[src/rtl/snitch_pkg.sv]
// Shared Snitch accelerator-interface types: request/response payloads,
// accelerator address map and the requester-index width helper.
package snitch_pkg;

    typedef enum logic [1:0] {
        AccFpSs         = 2'd0,
        AccSharedMulDiv = 2'd1,
        AccDmaSs        = 2'd2,
        AccIpu          = 2'd3
    } acc_addr_e;

    typedef struct packed {
        acc_addr_e   addr;
        logic [4:0]  id;
        logic [31:0] data_op;
        logic [31:0] data_arga;
        logic [31:0] data_argb;
    } acc_req_t;

    typedef struct packed {
        logic [4:0]  id;
        logic        error;
        logic [31:0] data;
    } acc_resp_t;

    // RV32M MUL x0, x0, x0 encoding, used as a representative offloaded op.
    localparam logic [31:0] OpMul = 32'h0200_0033;

    function automatic int unsigned idx_width(input int unsigned n);
        return (n > 1) ? unsigned'($clog2(n)) : 1;
    endfunction

endpackage

[src/rtl/snitch_route_fifo.sv]
// Requester-index FIFO for in-order response routing. Registered output (no
// fall-through); the usage count doubles as the outstanding-request counter.
module snitch_route_fifo #(
    parameter int unsigned Width = 2,
    parameter int unsigned Depth = 4,
    parameter int unsigned CntW  = $clog2(Depth + 1)
) (
    input  logic             clk_i,
    input  logic             rst_i,
    input  logic             push_i,
    input  logic [Width-1:0] data_i,
    input  logic             pop_i,
    output logic [Width-1:0] data_o,
    output logic             full_o,
    output logic             empty_o,
    output logic [CntW-1:0]  usage_o
);
    localparam int unsigned PtrW = (Depth > 1) ? $clog2(Depth) : 1;
    localparam logic [PtrW-1:0] LastPtr = PtrW'(Depth - 1);

    logic [Width-1:0] r_mem [Depth];
    logic [PtrW-1:0]  r_wptr;
    logic [PtrW-1:0]  r_rptr;
    logic [CntW-1:0]  r_cnt;

    always_ff @(posedge clk_i) begin
        if (rst_i) begin
            r_wptr <= '0;
            r_rptr <= '0;
            r_cnt  <= '0;
        end else begin
            if (push_i) r_wptr <= (r_wptr == LastPtr) ? '0 : r_wptr + PtrW'(1);
            if (pop_i)  r_rptr <= (r_rptr == LastPtr) ? '0 : r_rptr + PtrW'(1);
            if (push_i && !pop_i)      r_cnt <= r_cnt + CntW'(1);
            else if (pop_i && !push_i) r_cnt <= r_cnt - CntW'(1);
        end
    end

    always_ff @(posedge clk_i) begin
        if (push_i) r_mem[r_wptr] <= data_i;
    end

    assign data_o  = r_mem[r_rptr];
    assign full_o  = (r_cnt == CntW'(Depth));
    assign empty_o = (r_cnt == '0);
    assign usage_o = r_cnt;

endmodule

[src/rtl/snitch_shared_acc_arbiter.sv]
// Shares one in-order accelerator among NrCores cores: locked round-robin request
// arbitration with an outstanding limit. SHARED_ACC_PERF_EN adds perf outputs.
module snitch_shared_acc_arbiter
    import snitch_pkg::*;
#(
    parameter int unsigned NrCores        = 4,
    parameter int unsigned MaxOutstanding = 4,
    parameter int unsigned IdxWidth       = idx_width(NrCores)
) (
    input  logic               clk_i,
    input  logic               rst_i,
    input  logic [NrCores-1:0] core_qvalid_i,
    output logic [NrCores-1:0] core_qready_o,
    input  acc_req_t           core_qdata_i [NrCores],
    output logic [NrCores-1:0] core_pvalid_o,
    input  logic [NrCores-1:0] core_pready_i,
    output acc_resp_t          core_pdata_o [NrCores],
    output logic               acc_qvalid_o,
    input  logic               acc_qready_i,
    output acc_req_t           acc_qdata_o,
    input  logic               acc_pvalid_i,
    output logic               acc_pready_o,
    input  acc_resp_t          acc_pdata_i
`ifdef SHARED_ACC_PERF_EN
    ,
    output logic [NrCores-1:0] perf_grant_o,
    output logic               perf_stall_o
`endif
);
    typedef logic [IdxWidth-1:0] idx_t;

    localparam int unsigned CntW = $clog2(MaxOutstanding + 1);
    localparam logic [CntW-1:0] MaxCnt = CntW'(MaxOutstanding);

    logic            r_hold;
    logic            r_lock;
    idx_t            r_lock_idx;
    idx_t            r_rr_ptr;

    logic            w_en;
    logic            w_found;
    logic            w_qvalid;
    logic            w_qhs;
    logic            w_phs;
    logic            w_full;
    logic            w_fifo_full;
    logic            w_empty;
    idx_t            w_k;
    idx_t            w_rr_idx;
    idx_t            w_sel;
    idx_t            w_head;
    logic [CntW-1:0] w_count;

    // Outputs stay quiet during reset and for the first cycle after it.
    assign w_en = !rst_i && !r_hold;

    always_comb begin
        w_found  = 1'b0;
        w_rr_idx = '0;
        w_k      = '0;
        for (int unsigned i = 0; i < NrCores; i++) begin
            w_k = idx_t'((32'(r_rr_ptr) + i) % NrCores);
            if (!w_found && core_qvalid_i[w_k]) begin
                w_found  = 1'b1;
                w_rr_idx = w_k;
            end
        end
    end

    // The full check sees only the registered count, never this cycle's response.
    assign w_full   = (w_count == MaxCnt);
    assign w_sel    = r_lock ? r_lock_idx : w_rr_idx;
    assign w_qvalid = w_en && (r_lock ? core_qvalid_i[r_lock_idx] : (w_found && !w_full));
    assign w_qhs    = w_qvalid && acc_qready_i;

    assign acc_qvalid_o = w_qvalid;
    assign acc_qdata_o  = core_qdata_i[w_sel];

    always_comb begin
        core_qready_o        = '0;
        core_qready_o[w_sel] = w_qhs;
    end

    always_comb begin
        core_pvalid_o         = '0;
        core_pvalid_o[w_head] = acc_pvalid_i && w_en && !w_empty;
        for (int unsigned i = 0; i < NrCores; i++) core_pdata_o[i] = acc_pdata_i;
    end

    assign acc_pready_o = w_en && !w_empty && core_pready_i[w_head];
    assign w_phs        = acc_pvalid_i && acc_pready_o;

    always_ff @(posedge clk_i) begin
        if (rst_i) begin
            r_hold     <= 1'b1;
            r_lock     <= 1'b0;
            r_lock_idx <= '0;
            r_rr_ptr   <= '0;
        end else begin
            r_hold <= 1'b0;
            if (w_qhs) begin
                r_lock   <= 1'b0;
                r_rr_ptr <= (w_sel == idx_t'(NrCores - 1)) ? '0 : w_sel + idx_t'(1);
            end else if (w_qvalid) begin
                r_lock     <= 1'b1;
                r_lock_idx <= w_sel;
            end
        end
    end

    snitch_route_fifo #(
        .Width (IdxWidth),
        .Depth (MaxOutstanding),
        .CntW  (CntW)
    ) i_route_fifo (
        .clk_i   (clk_i),
        .rst_i   (rst_i),
        .push_i  (w_qhs),
        .data_i  (w_sel),
        .pop_i   (w_phs),
        .data_o  (w_head),
        .full_o  (w_fifo_full),
        .empty_o (w_empty),
        .usage_o (w_count)
    );

`ifdef SHARED_ACC_PERF_EN
    assign perf_grant_o = core_qready_o;
    assign perf_stall_o = w_en && (|core_qvalid_i) && !w_qhs;
`endif

`ifndef SYNTHESIS
    resp_without_req: assert property (@(posedge clk_i) disable iff (rst_i)
        !(acc_pvalid_i && w_empty))
        else $error("accelerator response with no request outstanding");
    count_consistent: assert property (@(posedge clk_i) disable iff (rst_i)
        w_fifo_full == (w_count == MaxCnt));
`endif

endmodule

[config.mk]
export PLATFORM = sky130hd
export DESIGN_NAME = snitch_shared_acc_arbiter
export DESIGN_NICKNAME = d
export VERILOG_FILES = /design/src/rtl/snitch_pkg.sv /design/src/rtl/snitch_route_fifo.sv /design/src/rtl/snitch_shared_acc_arbiter.sv
export SDC_FILE = /design/constraint.sdc
export NUM_CORES = 1
export LEC_CHECK = 0
export ABC_AREA = 1
export ABC_CLOCK_PERIOD_IN_PS = 6350
export CAP_MARGIN = 25
export CELL_PAD_IN_SITES_DETAIL_PLACEMENT = 1
export CELL_PAD_IN_SITES_GLOBAL_PLACEMENT = 1
export CORE_AREA = 2 2 282 284
export DETAILED_ROUTE_END_ITERATION = 8
export DIE_AREA = 0 0 284 286
export PLACE_DENSITY = 0.48
export SLEW_MARGIN = 40
export SYNTH_ARGS = -nofsm -noshare
export SYNTH_HDL_FRONTEND = slang
export SYNTH_HIERARCHICAL = 1
export SYNTH_SLANG_ARGS = --single-unit
[constraint.sdc]
create_clock -name clk_i -period 6.35 [get_ports clk_i]
set_input_delay 1.5875 -clock clk_i [delete_from_list [all_inputs] [get_ports clk_i]]
set_output_delay 1.5875 -clock clk_i [all_outputs]
set_load 0.01 [all_outputs]
Word-level counts from Yosys, hierarchy flattened
Memory sizes are Yosys's and may differ from the RTL's. A register that Yosys moved wholly into a read port is not among the register bits.
Cells that the tools add are included.

operators by class
  add/sub/neg operators = 8
  order comparisons = 10
  equality and inequality tests = 4
  muxes and demuxes = 39
  bitwise gates (word level) = 4
  reduce and logical (&&, ||, !) cells = 29

operator list
  cell                                                 count
  binary-select mux 103 bit (select 2 bit)             1
  2-to-1 mux 103 bit                                   2
  < comparator 2 x 3 -> 1 bit, second input constant   7
  2-to-1 mux 2 bit                                     10
  logical AND 1 bit                                    16
  2-to-1 mux 1 bit                                     16
  binary-select mux 1 bit (select 2 bit)               6
  zero test 1 bit                                      9
  adder 2 x 1 -> 2 bit, second input constant          4
  AND 4 bit                                            2
  == test 2 bit, second input constant                 3
  2-to-1 mux 3 bit                                     2
  adder 2 bit, second input constant                   2
  demux 1 bit (select 2 bit)                           2
  >= comparator 2 x 1 -> 1 bit, second input constant  2
  adder 3 x 1 -> 3 bit, second input constant          1
  == test 3 bit, second input constant                 1
  >= comparator 3 bit, second input constant           1
  zero test 3 bit                                      1
  inverter 2 -> 3 bit                                  1
  subtractor 3 x 1 -> 3 bit, second input constant     1
  AND reduction 2 bit                                  1
  nonzero test 2 bit                                   1
  OR reduction 2 bit                                   1
  inverter 1 bit                                       1

word-level totals
  register bits = 13
  memory bits (writable) = 8
  bits of input ports = 462
  output and inout bits = 265
  logic and storage cells = 102
  memories kept = 1

memories
  memory              depth  width  read ports  clocked after memory_dff  wr ports  RTL line                 source
  i_route_fifo.r_mem  4      2      1           1                         1         snitch_route_fifo.sv:21  logic [Width-1:0] r_mem [Depth];

Logic depth before layout (Yosys ltp)
  word-level depth = 20
  depth in mapped cells = 18
  gate-level depth less buffers = 18

By module
Netlist, hierarchy kept.

modules (own cells, without submodules)
  module                     instances  cells each  area an instance (um2)  sequential area each (um2)
  snitch_shared_acc_arbiter  1          1399        6492.5                  120.1
  snitch_route_fifo          1          79          770.7                   420.4

Worst setup path after synthesis
OpenSTA, ideal clock, no wires.

  path kind = input to output
  start point = in core_qvalid_i[2]
  end point = out core_qready_o[3]
  data arrival time = 2.967 ns
  data required time = 4.762 ns
  path slack = 1.796 ns
  stages on the path = 13
  path buffers = 2
  cell sequence = inv_1 -> o21ai_1 -> nor2_1 -> nand3_1 -> nor2_1 -> nor2_2 -> nand2_4 -> buf_2 -> buf_2 -> nand2_1 -> ha_1 -> inv_1 -> nor2_1

on the way
  word-level cells in the longest chain between the ends = 18
  elaborated cells between the ends (all ways) = 35
  classes of those cells = 2 x order compare; 22 x mux; 1 x bitwise; 10 x reduce/logical

ends and longest elaborated chain
  item                                                                                               RTL line                         source
  from (decl)                                                                                        snitch_shared_acc_arbiter.sv:12  input logic [NrCores-1:0] core_qvalid_i,
  binary-select mux 1 bit (select 2 bit)                                                             snitch_shared_acc_arbiter.sv:63  if (!w_found && core_qvalid_i[w_k]) begin
  2-to-1 mux 1 bit (not written as such)                                                             snitch_shared_acc_arbiter.sv:63
  2-to-1 mux 1 bit                                                                                   snitch_shared_acc_arbiter.sv:63
  zero test 1 bit                                                                                    snitch_shared_acc_arbiter.sv:63
  logical AND 1 bit                                                                                  snitch_shared_acc_arbiter.sv:63
  2-to-1 mux 1 bit                                                                                   snitch_shared_acc_arbiter.sv:63
  zero test 1 bit                                                                                    snitch_shared_acc_arbiter.sv:63
  logical AND 1 bit                                                                                  snitch_shared_acc_arbiter.sv:63
  [2 not listed]                                                                                     n/a
  logical AND 1 bit                                                                                  snitch_shared_acc_arbiter.sv:63
  2-to-1 mux 2 bit                                                                                   snitch_shared_acc_arbiter.sv:63
  2-to-1 mux 2 bit                                                                                   snitch_shared_acc_arbiter.sv:72  assign w_sel = r_lock ? r_lock_idx : w_rr_idx;
  < comparator 2 x 3 -> 1 bit (not written as such) or >= comparator 2 x 1 -> 1 bit (tied branches)  snitch_shared_acc_arbiter.sv:81  core_qready_o[w_sel] = w_qhs;
  logical AND 1 bit (not written as such)                                                            snitch_shared_acc_arbiter.sv:81
  2-to-1 mux 1 bit (not written as such)                                                             snitch_shared_acc_arbiter.sv:81
  demux 1 bit (select 2 bit)                                                                         snitch_shared_acc_arbiter.sv:81
  AND 4 bit (no source line) (*)                                                                     n/a
  to (decl)                                                                                          snitch_shared_acc_arbiter.sv:13  output logic [NrCores-1:0] core_qready_o,

Mark *: on every way between the ends. The rest lies on a longest branch, timed or not. The select of a mux whose other input is x is not followed.

==> results.toml <==
[synth]
synth_cells = 1477
syn_area_um2 = 7260
syn-num-nets = 1947
syn_avg_cell_area_um2 = 4.91
yosysWarnings = 6

[global_routing]
grt_pass1_wl_um = 66900
antenna_found_initial = 6
overflow = 0
grt_use_total = 0.105
grt_max_degree = 111
grt_pass1_vias = 10800

[die]
die-area_um2 = 81200
die_h_um = 286
die_w_um = 284
core_um2 = 78400
start_util = 0.0926
rows = 103
ios = 727

[layout]
fin_cells = 2857
fin_area_um2 = 12800
regArea_um2 = 541
num-fill-cells = 9858
num_antenna_cells = 0
syn2layout_area_growth_pct = 76.9
multi_input_area_um2 = 4240
layout-drive-gt1-share = 0.0310
num-nets-final = 2278

[routing]
wl_per_cell_um = 16.0
drcViolationCount = 0
drt_iter0_markers = 304
vias = 10100
dr.pass1.iters = 5
drt-vias-per-instance = 3.53
antenna_left = 0
drt-total-wl_um = 45600

[job]
maxCapViolCount = 0

[place]
dp_hpwl_um = 37200
placed_area_um2 = 12800
portBuffers = 536
placedCellCount = 2853
gp_congestion = 0.930

[timing]
period_share = 0.952
hold_viol = 0
rsz0062_at_grt = "false"
relSlewSlack = 0.520
post-route-min-period_ns = 6.05
slew_violations = 0
clock_skew_ns = 0.00131
worstMarginPinSlew_ns = 0.720
finalSetupViolCount = 0
tns_ns = 0
max_freq_mhz = 165

[clocking]
cts_sinks = 23
htree_levels = 1
clockBufferDepth = 2
clkSlewWorstSetupHoldPaths_ns = 0.06
postCtsHoldBufs = 0
cts_resized = 0
cts_tree = "yes"
clockRootBuffer = "clkbuf_16"
numCtsBuffers = 3
clock_latency_ns = 0.26
post-cts-setup-buffers = 0

[power]
power_density_nw_per_um2 = 269
peakVddDrop_v = 0.000133
power.static_leakage_nw = 6.33

[worst_setup_path]
cp_data_required_time_ns = 4.76
arrival_ns = 4.46
critical_path_class = "in -> out"
path_max_fanout = 46
reg2reg_slack_ns = 3.06
r2r_cells = 18
cp-start-kind = "input pin"
crit_path_end_kind = "output pin"

[hold_path]
hold_class = "reg -> reg"
hold_depth = 4

[status]
outcome = "complete, no violations"
[cells in the final DEF, fill, tap and decap left out, types with 2 or more instances in the layout]
| master | n |
|---|---|
| clkbuf_16 | 3 |
| ha_1 | 7 |
| buf_4 | 24 |
| inv_1 | 229 |
| nand2_1 | 572 |
| buf_12 | 11 |
| nor3_1 | 8 |
| o21ai_0 | 3 |
| clkdlybuf4s50_1 | 536 |
| inv_2 | 9 |
| dfxtp_1 | 15 |
| a21oi_1 | 6 |
| nand3_1 | 319 |
| edfxtp_1 | 8 |
| o22ai_1 | 2 |
| nor2_1 | 32 |
| nand2_8 | 2 |
| o21ai_1 | 6 |
| nand4_1 | 2 |
[through the flow]
step                worst slack (ns)  power [mW]  hold slack [ns]  utilization
floorplan                       1.80        1.79            0.494            -
global placement               0.294        3.38            0.533        0.163
detailed placement             0.265        3.38            0.546        0.163
CTS                            0.243        3.55            0.562        0.164
global route                  0.0882        3.80            0.600        0.164
finish                         0.302        3.45            0.556        0.164
[flip-flops by register name (all words and copies together), names as in the netlist, named ones only]
| register | flops |
|---|---|
| i_route_fifo/r_mem | 8 |
| i_route_fifo/r_rptr | 2 |
| i_route_fifo/r_wptr | 2 |
| r_rr_ptr | 2 |
| r_hold | 1 |
| i_route_fifo/usage_o | 3 |
| r_lock | 1 |
| r_lock_idx | 2 |
[report_power, final]
group | switching [mW] | total [mW] | internal (mW)
Clock | 0.0569 | 0.142 | 0.0855
Combinational | 1.71 | 3.13 | 1.42
Sequential | 0.0104 | 0.176 | 0.166
Total | 1.77 | 3.45 | 1.68
[worst paths after layout]
| check | start | end |
|---|---|---|
| max | core_qvalid_i[2] | acc_qdata_o[47] |
| min | i_route_fifo/usage_o[2]$_SDFFE_PP0P_ | i_route_fifo/usage_o[2]$_SDFFE_PP0P_ |
| max reg2reg | r_rr_ptr[0]$_SDFFE_PP0P_ | i_route_fifo/usage_o[2]$_SDFFE_PP0P_ |
| min reg2reg | i_route_fifo/usage_o[2]$_SDFFE_PP0P_ | i_route_fifo/usage_o[2]$_SDFFE_PP0P_ |
[final cells by class]
class	count	share of cell area
Tap cell	1050	0.102
Clock buffer	3	0.00585
Inverter	239	0.0701
Multi-Input combinational cell	970	0.330
Sequential cell	23	0.0421
Clock inverter	1	0.000585
Timing Repair Buffer	571	0.449
[critical path, cell delays in order]
cell,delay [ns]
clkdlybuf4s50_1,0.46
inv_1,0.12
o21ai_1,0.08
nor2_1,0.15
nand3_1,0.13
nor2_1,0.23
nor2_2,0.10
nand2_8,0.12
buf_12,0.23
buf_12,0.27
nand3_1,0.11
nand2_1,0.10
nand2_1,0.05
nand2_1,0.09
clkdlybuf4s50_1,0.56
[per-layer routing]
metal  GRT usage  up-vias  routed length, um
met5     0.00756        -                146
met4      0.0234       12               1050
met3      0.0378       66               4450
met2       0.189      429              22300
met1       0.118     4603              17700
li1            -     4980                  -
Note: power is estimated with default switching activity, not from simulation.
